==> src/rtl/pc_fetch_unit.sv <==
// Instruction fetch front end: keeps the PC, issues one instruction-memory
// request at a time, parks a response in a one-entry skid buffer while the
// IF/ID register is stalled, and steers to a new target on a redirect.
module pc_fetch_unit #(
  parameter logic [31:0] RESET_PC = 32'h0000_0000
) (
  input  logic        clk,
  input  logic        rst_n,
  input  logic        stall,
  input  logic        takebranch,
  input  logic [31:0] JalAddr,
  output logic        imem_req,
  output logic [31:0] imem_addr,
  input  logic        imem_gnt,
  input  logic        imem_rvalid,
  input  logic [31:0] imem_rdata,
  output logic        ifid_valid,
  output logic [31:0] ifid_pc,
  output logic [31:0] ifid_instr
);

  localparam int DATA_W = 32;

  typedef enum logic [1:0] {
    ST_FETCH = 2'd0,
    ST_WAIT  = 2'd1,
    ST_HOLD  = 2'd2
  } state_t;

  state_t              state;
  state_t              state_nxt;
  logic [DATA_W-1:0]   pc;
  logic [DATA_W-1:0]   pc_nxt;
  logic [DATA_W-1:0]   req_pc;
  logic                discard;
  logic                discard_nxt;
  logic                skid_vld;
  logic                skid_vld_nxt;
  logic [DATA_W-1:0]   skid_pc;
  logic [DATA_W-1:0]   skid_instr;
  logic                ifid_valid_nxt;
  logic                ifid_ld;
  logic                ifid_from_skid;
  logic                skid_ld;
  logic                req_ld;

  // Redirect targets are forced onto a word boundary.
  function automatic logic [DATA_W-1:0] word_align(input logic [DATA_W-1:0] addr);
    word_align = {addr[DATA_W-1:2], 2'b00};
  endfunction

  // Request side depends on registered state only, never on stall/takebranch.
  assign imem_req  = (state == ST_FETCH);
  assign imem_addr = pc;

  // Next-state and load decisions; a redirect wins over everything, including stall.
  always_comb begin
    state_nxt      = state;
    pc_nxt         = pc;
    discard_nxt    = discard;
    skid_vld_nxt   = skid_vld;
    ifid_valid_nxt = stall ? ifid_valid : 1'b0;
    ifid_ld        = 1'b0;
    ifid_from_skid = 1'b0;
    skid_ld        = 1'b0;
    req_ld         = 1'b0;

    if (takebranch) begin
      pc_nxt         = word_align(JalAddr);
      ifid_valid_nxt = 1'b0;
      skid_vld_nxt   = 1'b0;
    end

    case (state)
      ST_FETCH: begin
        if (takebranch) begin
          // A grant in the redirect cycle belongs to the old path: mark it stale.
          if (imem_gnt) begin
            discard_nxt = 1'b1;
            state_nxt   = ST_WAIT;
          end
        end else if (imem_gnt) begin
          req_ld    = 1'b1;
          pc_nxt    = pc + 32'd4;
          state_nxt = ST_WAIT;
        end
      end

      ST_WAIT: begin
        if (takebranch) begin
          if (imem_rvalid) begin
            discard_nxt = 1'b0;
            state_nxt   = ST_FETCH;
          end else begin
            discard_nxt = 1'b1;
          end
        end else if (imem_rvalid) begin
          if (discard) begin
            discard_nxt = 1'b0;
            state_nxt   = ST_FETCH;
          end else if (!stall) begin
            ifid_ld        = 1'b1;
            ifid_valid_nxt = 1'b1;
            state_nxt      = ST_FETCH;
          end else begin
            skid_ld      = 1'b1;
            skid_vld_nxt = 1'b1;
            state_nxt    = ST_HOLD;
          end
        end
      end

      ST_HOLD: begin
        if (takebranch) begin
          state_nxt = ST_FETCH;
        end else if (!stall && skid_vld) begin
          ifid_ld        = 1'b1;
          ifid_from_skid = 1'b1;
          ifid_valid_nxt = 1'b1;
          skid_vld_nxt   = 1'b0;
          state_nxt      = ST_FETCH;
        end
      end

      default: begin
        state_nxt = ST_FETCH;
      end
    endcase
  end

  // Control state and the architecturally visible IF/ID register.
  always_ff @(posedge clk or negedge rst_n) begin
    if (!rst_n) begin
      state      <= ST_FETCH;
      pc         <= RESET_PC;
      discard    <= 1'b0;
      skid_vld   <= 1'b0;
      ifid_valid <= 1'b0;
      ifid_pc    <= '0;
      ifid_instr <= '0;
    end else begin
      state      <= state_nxt;
      pc         <= pc_nxt;
      discard    <= discard_nxt;
      skid_vld   <= skid_vld_nxt;
      ifid_valid <= ifid_valid_nxt;
      if (ifid_ld) begin
        ifid_pc    <= ifid_from_skid ? skid_pc    : req_pc;
        ifid_instr <= ifid_from_skid ? skid_instr : imem_rdata;
      end
    end
  end

  // Outstanding-request PC and skid payload; qualified by state/skid_vld, so no reset.
  always_ff @(posedge clk) begin
    if (req_ld) begin
      req_pc <= pc;
    end
    if (skid_ld) begin
      skid_pc    <= req_pc;
      skid_instr <= imem_rdata;
    end
  end

endmodule

==> config.mk <==
export PLATFORM = sky130hd
export DESIGN_NAME = pc_fetch_unit
export DESIGN_NICKNAME = d
export VERILOG_FILES = /design/src/rtl/pc_fetch_unit.sv
export SDC_FILE = /design/constraint.sdc
export NUM_CORES = 1
export LEC_CHECK = 0
export CAP_MARGIN = 0
export CORE_MARGIN = 4
export CORE_UTILIZATION = 46
export DETAILED_ROUTE_END_ITERATION = 12
export PLACE_DENSITY = 0.76
export RECOVER_POWER = 50
export SETUP_SLACK_MARGIN = 0.05
export SYNTH_ARGS = -nofsm -noshare
export SYNTH_HDL_FRONTEND = slang
export SYNTH_SLANG_ARGS = --single-unit
==> constraint.sdc <==
create_clock -name clk -period 2.95 [get_ports clk]
set_input_delay 0.59 -clock clk [delete_from_list [all_inputs] [get_ports clk]]
set_output_delay 0.59 -clock clk [all_outputs]
set_load 0.05 [all_outputs]
# After elaboration in Yosys (flattened, before gate mapping)
# Cells that the tools add are included.
# W data, S select, Z words.
dict set report word_totals {
  out_inout_bits 98
  wordCells 78
  reg_bits 197
}
dict set report op_classes {
  muxes 54
  n_eq_ne 7
  reduce_logical 6
  n_addsub 1
}
# cell count
set op_table {}
lappend op_table {{$mux W32} 6}
lappend op_table {{$mux W1} 35}
lappend op_table {{$add A32 B3 Y32 const B} 1}
lappend op_table {{$mux W2} 8}
lappend op_table {{$pmux W1 S2} 4}
lappend op_table {{$ne A3 B3 Y1 const B} 2}
lappend op_table {{$pmux W2 S3} 1}
lappend op_table {{$ne A2 B2 Y1 const B} 2}
lappend op_table {{$reduce_and A4 Y1} 1}
lappend op_table {{$reduce_and A3 Y1} 1}
lappend op_table {{$eq A2 B1 Y1 const B} 1}
lappend op_table {{$eq A2 B2 Y1 const B} 1}
lappend op_table {{$logic_not A2 Y1} 1}
lappend op_table {{$ne A2 B1 Y1 const B} 1}
lappend op_table {{$reduce_bool A2 Y1} 1}
lappend op_table {{$logic_and A1 B1 Y1} 1}
lappend op_table {{$logic_not A1 Y1} 1}

# Depth between registers and ports, before layout
# Gate-level depths: netlist (run 1).
dict set report logic_depth {
  ltp_word 7
  mapped_depth 9
  ltp_nobuf 6
}

# Least setup slack after synthesis (run 1)
# OpenSTA, ideal clock, no wires.
dict set report synth_timing {
  kind {input port to flip-flop}
  startpoint {input port takebranch}
  endpoint {register skid_instr[0] (enable)}
  path_stages 3
  required_time_ps 2521
  arrival_time_ps 2590
  path_slack_ps -68
  n_path_buf 1
  path_cell_list {clkbuf_1 > nor4bb_1 > and2_1}
}
dict set report synth_via {
  elab_chain_cells 2
}
# element line_no
set synth_lines {}
lappend synth_lines {{from (decl)} 10} ;# input logic takebranch,
lappend synth_lines {{$mux W1} 90} ;# if (takebranch) begin
lappend synth_lines {{$mux W1} 74} ;# case (state)
lappend synth_lines {{named net skid_ld} 44} ;# logic skid_ld;
lappend synth_lines {{to (signal assigned)} 161} ;# skid_instr <= imem_rdata;
lappend synth_lines {{to (decl)} 40} ;# logic [DATA_W-1:0] skid_instr;
# The timed path passes the listed nets, and every way through them passes these cells.
# A chain may end at the register's enable or synchronous reset.

# Worst setup path after layout (run 1)
dict set report layout_timing {
  startpoint {register state[0]}
  endpoint {output port imem_req}
}
dict set report layout_via {
  elab_chain_cells 1
}
# element line_no
set layout_lines {}
lappend layout_lines {{from (decl)} 30} ;# state_t state;
lappend layout_lines {{from (signal assigned)} 142} ;# state <= state_nxt;
lappend layout_lines {{$logic_not A2 Y1} 53} ;# assign imem_req = (state == ST_FETCH);
lappend layout_lines {{to (decl)} 12} ;# output logic imem_req,
# No other way between the ends.

==> impl_metrics.tcl, run 1 <==
set metrics [dict create \
    status "finished, final reports clean" \
    die_w_um 140 \
    combPwrFrac_pct 34.5 \
    portBuffers 165 \
    grt_remaining_overflow 0 \
    arrival_ps 2170 \
    cp_data_required_time_ps 2360 \
    start_kind "flop" \
    async_flop_share_pct 51.3 \
    insertedDiodeCount 0 \
    period_needed_ps 2760 \
    yosysUniqueCellTypes 54 \
    clockPowerShare_pct 25.1 \
    syn_area_um2 7980 \
    grt_usage_pct 18.6 \
    relSlewSlack_pct 9.42 \
    synth.most_common_cell "dfrtp_1" \
    synth_warnings 0 \
    pwr-share-seq_pct 40.4 \
    cts_tree "built" \
    dp_hpwl_um 12400 \
    end_kind "primary output" \
    synth_area_leaders "edfxtp_1 36%, dfrtp_1 32%, mux2i_1 8.2%, o21ai_0 4.8%, nand2_1 4.3%" \
    ys_seq_elements 197 \
    placementRows 47 \
    grt_max_degree 93 \
    syn-instance-count 617 \
    drive_gt1_share_pct 6.44 \
    switching_share_pct 37.8 \
    ys_seq_area_share_pct 67.8 \
    fill_cells 1294 \
    setup_tns_ps 0 \
    path_clk_slew_ps 70 \
    gp_congestion 0.864 \
    power_density_nw_per_um2 895 \
    switching_power_mw 3.54 \
    hp-class "input pin to async pin" \
    path_class "flop to primary output" \
    holdWs_ps 420 \
    grt_pass1_vias 5728 \
    cts.sinks 197 \
    drc 0 \
    cts_resized 0 \
    ys.flop_type "dfrtp_1" \
    ys_top_cells_by_count "101 x dfrtp_1, 96 x edfxtp_1, 91 x nand2_1" \
    synth_top_area_share_pct 36.1 \
    slew_violations 0 \
    cts_setup_buffers 0 \
    dieArea_um2 19500 \
    cp_max_fo 10 \
    rsz0062_at_grt "no" \
    ioPinCount 168 \
    die_h_um 140 \
    clockRootBuffer "clkbuf_16" \
    hold_viol_final 0 \
    start_util_pct 47.6 \
    drtIter0Drc 325 \
    viasPerCell 5.36 \
    drt-total-wl_um 17900 \
    peakVddDrop_v 0.000484 \
    vias 5424 \
    first_pass_iters 4 \
    cts_made_buffers 17 \
    clockBufferDepth 2 \
    htreeDepth 4 \
    finalSetupViolCount 0 \
    skew_ps 9.89 \
    p_leak_nw 3.85 \
    tightest_slew_ps 1360 \
    core-area_um2 16800 \
    routedWlPerCell_um 17.7 \
    area_growth_pct 31.1 \
    synth_edf_count 96 \
    max_freq_mhz 363 \
    fin_nets 853 \
    syn-num-nets 691 \
    antenna_found_initial 0 \
    grt_pass1_wl_um 29700 \
    clock_latency_ps 420 \
    synth_area_leader_cell "edfxtp_1" \
    syn-mean-instance-area_um2 12.9 \
    ant_nets 0 \
    holdBufCountCts 0 \
    finalCritPeriodShare_pct 93.5 \
    drv_cap 0 \
    internal_power_mw 5.82 \
]
flip-flops by register name (all words and copies together), names as in the netlist:
name	count
ifid_instr	32
req_pc	32
skid_vld	1
ifid_valid	1
discard	1
skid_pc	32
state	2
skid_instr	32
ifid_pc	32
imem_addr	32
cell type report:
type / instances / area, µm² / area share (%)
clock inverters: 15 / 178 / 1.70
well taps: 220 / 275 / 2.63
inverters: 10 / 37.5 / 0.359
clock buffers: 17 / 425 / 4.07
multi-input cells: 375 / 2360 / 22.6
repair buffers: 178 / 1760 / 16.9
flip-flops and latches: 197 / 5410 / 51.8
final timing paths:
| path | from | depth (start not counted) | end | slack (ps) |
|---|---|---|---|---|
| min | rst_n | 1 | ifid_instr[2] | 420 |
| max in group asynchronous | rst_n | 2 | ifid_instr[18] | 700 |
| max | state[0] | 3 | imem_req | 190 |
| min in group clk | req_pc[27] | 0 | skid_pc[27] | 450 |
| max reg2reg | state[0] | 6 | imem_addr[28] | 390 |
| min reg2reg | req_pc[27] | 0 | skid_pc[27] | 450 |
cell families after synthesis:
logic type      share of synthesized area (%)
compound gates                           8.82
xor+xnor                                 1.10
fa+ha+maj                               0.628
buf+inv                                  2.60
flops                                    67.8
mux                                      8.30
simple gates                             10.7
cell usage in the layout, fill, tap and decap left out, types with 5 or more instances in the layout:
cell | Yosys | routed
dlygate4sd3_1 | 0 | 33
xor2_1 | 6 | 6
nor4_1 | 5 | 5
nor2_1 | 19 | 19
a31oi_1 | 10 | 10
dfrtp_1 | 101 | 101
nand2_1 | 91 | 91
edfxtp_1 | 96 | 96
mux2i_1 | 65 | 65
or4_1 | 12 | 12
nand3_1 | 13 | 13
clkbuf_16 | 0 | 17
nor3_1 | 6 | 5
nand4_1 | 5 | 5
inv_1 | 10 | 10
o21ai_0 | 76 | 76
clkdlybuf4s50_1 | 0 | 131
o31ai_1 | 9 | 9
worst max-delay path: stages, from the launching register on:
cell and delay, ps:
dfrtp_1 400, inv_1 90, ha_1 380, clkdlybuf4s50_1 890
power by group through the flow:
stage	combinational, mW	sequential, mW	clock (mW)
floorplan	0.602	5.23	0
global placement	3.21	3.80	0
detailed placement	3.27	3.84	0
CTS	3.28	3.78	2.39
global route	3.42	3.85	2.52
finish	3.23	3.78	2.35
stage by stage:
step / total power, mW / utilization (%) / worst slack [ps] / area (µm²) / cells
after floorplan: 5.83 / - / 302 / 7980 / 617
after global placement: 7.01 / 59.0 / 267 / 9880 / 980
after detailed placement: 7.10 / 59.0 / 242 / 9880 / 980
after CTS: 9.45 / 62.6 / 178 / 10500 / 1012
after global routing: 9.79 / 62.4 / 83.3 / 10500 / 1012
final: 9.36 / 62.4 / 192 / 10500 / 1012
per-layer routing:
layer | share of wire [%] | GRT usage, % | vias up
met3 | 5.7 | 4.15 | 24
li1 | - | - | 2595
met4 | 1.4 | 5.76 | 0
met5 | 0 | 0 | -
met2 | 48 | 30.1 | 158
met1 | 45 | 25.4 | 2647
(Power assumes the default switching activity.)
==> run 2: changes to the inputs <==
CORE_UTILIZATION = 51   (was 46)
PLACE_DENSITY = 0.9   (was 0.76)
SKIP_LAST_GASP = 1   (was default)
clock period = 3.15 ns   (was 2.95 ns; I/O delays follow)
==> impl_metrics.tcl, run 2 (synthesized netlist as in run 1, its figures left out) <==
set metrics [dict create \
    period_needed_ps 2800 \
    routedWlPerCell_um 17.5 \
    grt_pass1_wl_um 28300 \
    htreeDepth 4 \
    drv_cap 0 \
    dp_hpwl_um 11800 \
    drt-total-wl_um 17500 \
    p_leak_nw 3.86 \
    drtIter0Drc 361 \
    clockPowerShare_pct 26.1 \
    clock_latency_ps 420 \
    grt_remaining_overflow 0 \
    path_clk_slew_ps 70 \
    fin_nets 850 \
    grt_pass1_vias 5412 \
    slowest_delay_ps 880 \
    power_density_nw_per_um2 848 \
    finalSetupViolCount 0 \
    cp_data_required_time_ps 2520 \
    slowest_stage "clkdlybuf4s50_1" \
    cts_setup_buffers 0 \
    start_util_pct 52.3 \
    portBuffers 165 \
    first_pass_iters 4 \
    hold_viol_final 0 \
    insertedDiodeCount 0 \
    vias 5405 \
    path_class "flop to primary output" \
    final_cell_mix "131 x clkdlybuf4s50_1, 101 x dfrtp_1, 96 x edfxtp_1" \
    tightest_slew_ps 1410 \
    holdWs_ps 448 \
    arrival_ps 2170 \
    end_kind "primary output" \
    die_w_um 133 \
    skew_ps 8.43 \
    critPathTopFamily "buffers and inverters" \
    clockRootBuffer "clkbuf_16" \
    antenna_found_initial 0 \
    holdBufCountCts 0 \
    dieArea_um2 17700 \
    cp_max_fo 10 \
    core-area_um2 15300 \
    cts_tree "built" \
    start_kind "flop" \
    setup_tns_ps 0 \
    status "finished, final reports clean" \
    ant_nets 0 \
    clockBufferDepth 2 \
    switching_power_mw 3.27 \
    pwr-share-seq_pct 39.9 \
    internal_power_mw 5.59 \
    grt_max_degree 130 \
    peakVddDrop_v 0.000434 \
    combPwrFrac_pct 34.0 \
    finalCritPeriodShare_pct 88.8 \
    cts_resized 0 \
    ioPinCount 168 \
    hp-class "flop to flop" \
    drive_gt1_share_pct 6.08 \
    slew_violations 0 \
    worstPathCellList "inv_1, ha_1, clkdlybuf4s50_1" \
    relSlewSlack_pct 5.87 \
    cts_made_buffers 17 \
    max_freq_mhz 357 \
    final_common_cell "clkdlybuf4s50_1" \
    gp_congestion 0.812 \
    viasPerCell 5.41 \
    area_growth_pct 31.0 \
    die_h_um 133 \
    grt_usage_pct 20.1 \
    path_buf_inv 2 \
    placementRows 45 \
    rsz0062_at_grt "no" \
    switching_share_pct 36.9 \
    drc 0 \
    cts.sinks 197 \
]
## run 2: cell count changes in the layout (fill, tap and decap cells not counted)
cell,before,now
buf_12,3,2
buf_4,4,2
bufinv_16,3,4
clkbuf_4,0,1
clkbuf_8,0,3
clkinv_2,3,2
clkinv_4,2,1
clkinvlp_4,3,0
inv_6,2,3
inv_8,1,0
## run 2: final timing paths
kind	from	endpoint	slack, ps	cells after the start
max	state[0]	imem_req	350	3
min reg2reg	req_pc[0]	skid_pc[0]	450	0
min in group asynchronous	rst_n	ifid_instr[0]	530	1
max reg2reg	state[1]	ifid_instr[5]	550	7
max in group asynchronous	rst_n	ifid_pc[16]	1040	2
min	req_pc[0]	skid_pc[0]	450	0
## run 2: layout make-up
cell class / count / area (µm²)
inverters: 10 / 37.5
multi-input cells: 375 / 2360
clock buffers: 21 / 470
clock inverters: 11 / 169
well taps: 211 / 264
flip-flops and latches: 197 / 5410
repair buffers: 175 / 1730
fillers: 1076 / 4810
## run 2: routing by layer
layer | vias up | global-route usage (%) | share of wire [%]
li1 | 2596 | - | -
met1 | 2594 | 27.3 | 43
met2 | 188 | 31.9 | 49
met3 | 27 | 4.68 | 6.0
met4 | 0 | 7.62 | 2.0
met5 | - | 0 | 0
## run 2: through the flow
| stage | worst slack [ps] | total power, mW | utilization (%) | cell area [µm²] | std cells |
|---|---|---|---|---|---|
| floorplan | 91.5 | 5.46 | - | 7980 | 617 |
| global placement | 325 | 6.54 | 64.5 | 9840 | 968 |
| detailed placement | 296 | 6.63 | 64.5 | 9840 | 968 |
| CTS | 343 | 8.95 | 68.7 | 10500 | 1000 |
| global route | 288 | 9.23 | 68.5 | 10400 | 1000 |
| finish | 352 | 8.86 | 68.5 | 10400 | 1000 |
## run 2: power groups by stage
stage               combinational, mW  clock [mW]  sequential [mW]
floorplan                       0.564           0             4.90
detailed placement               3.05           0             3.58
global route                     3.17        2.45             3.61
global placement                 2.99           0             3.55
CTS                              3.06        2.36             3.53
finish                           3.01        2.31             3.53
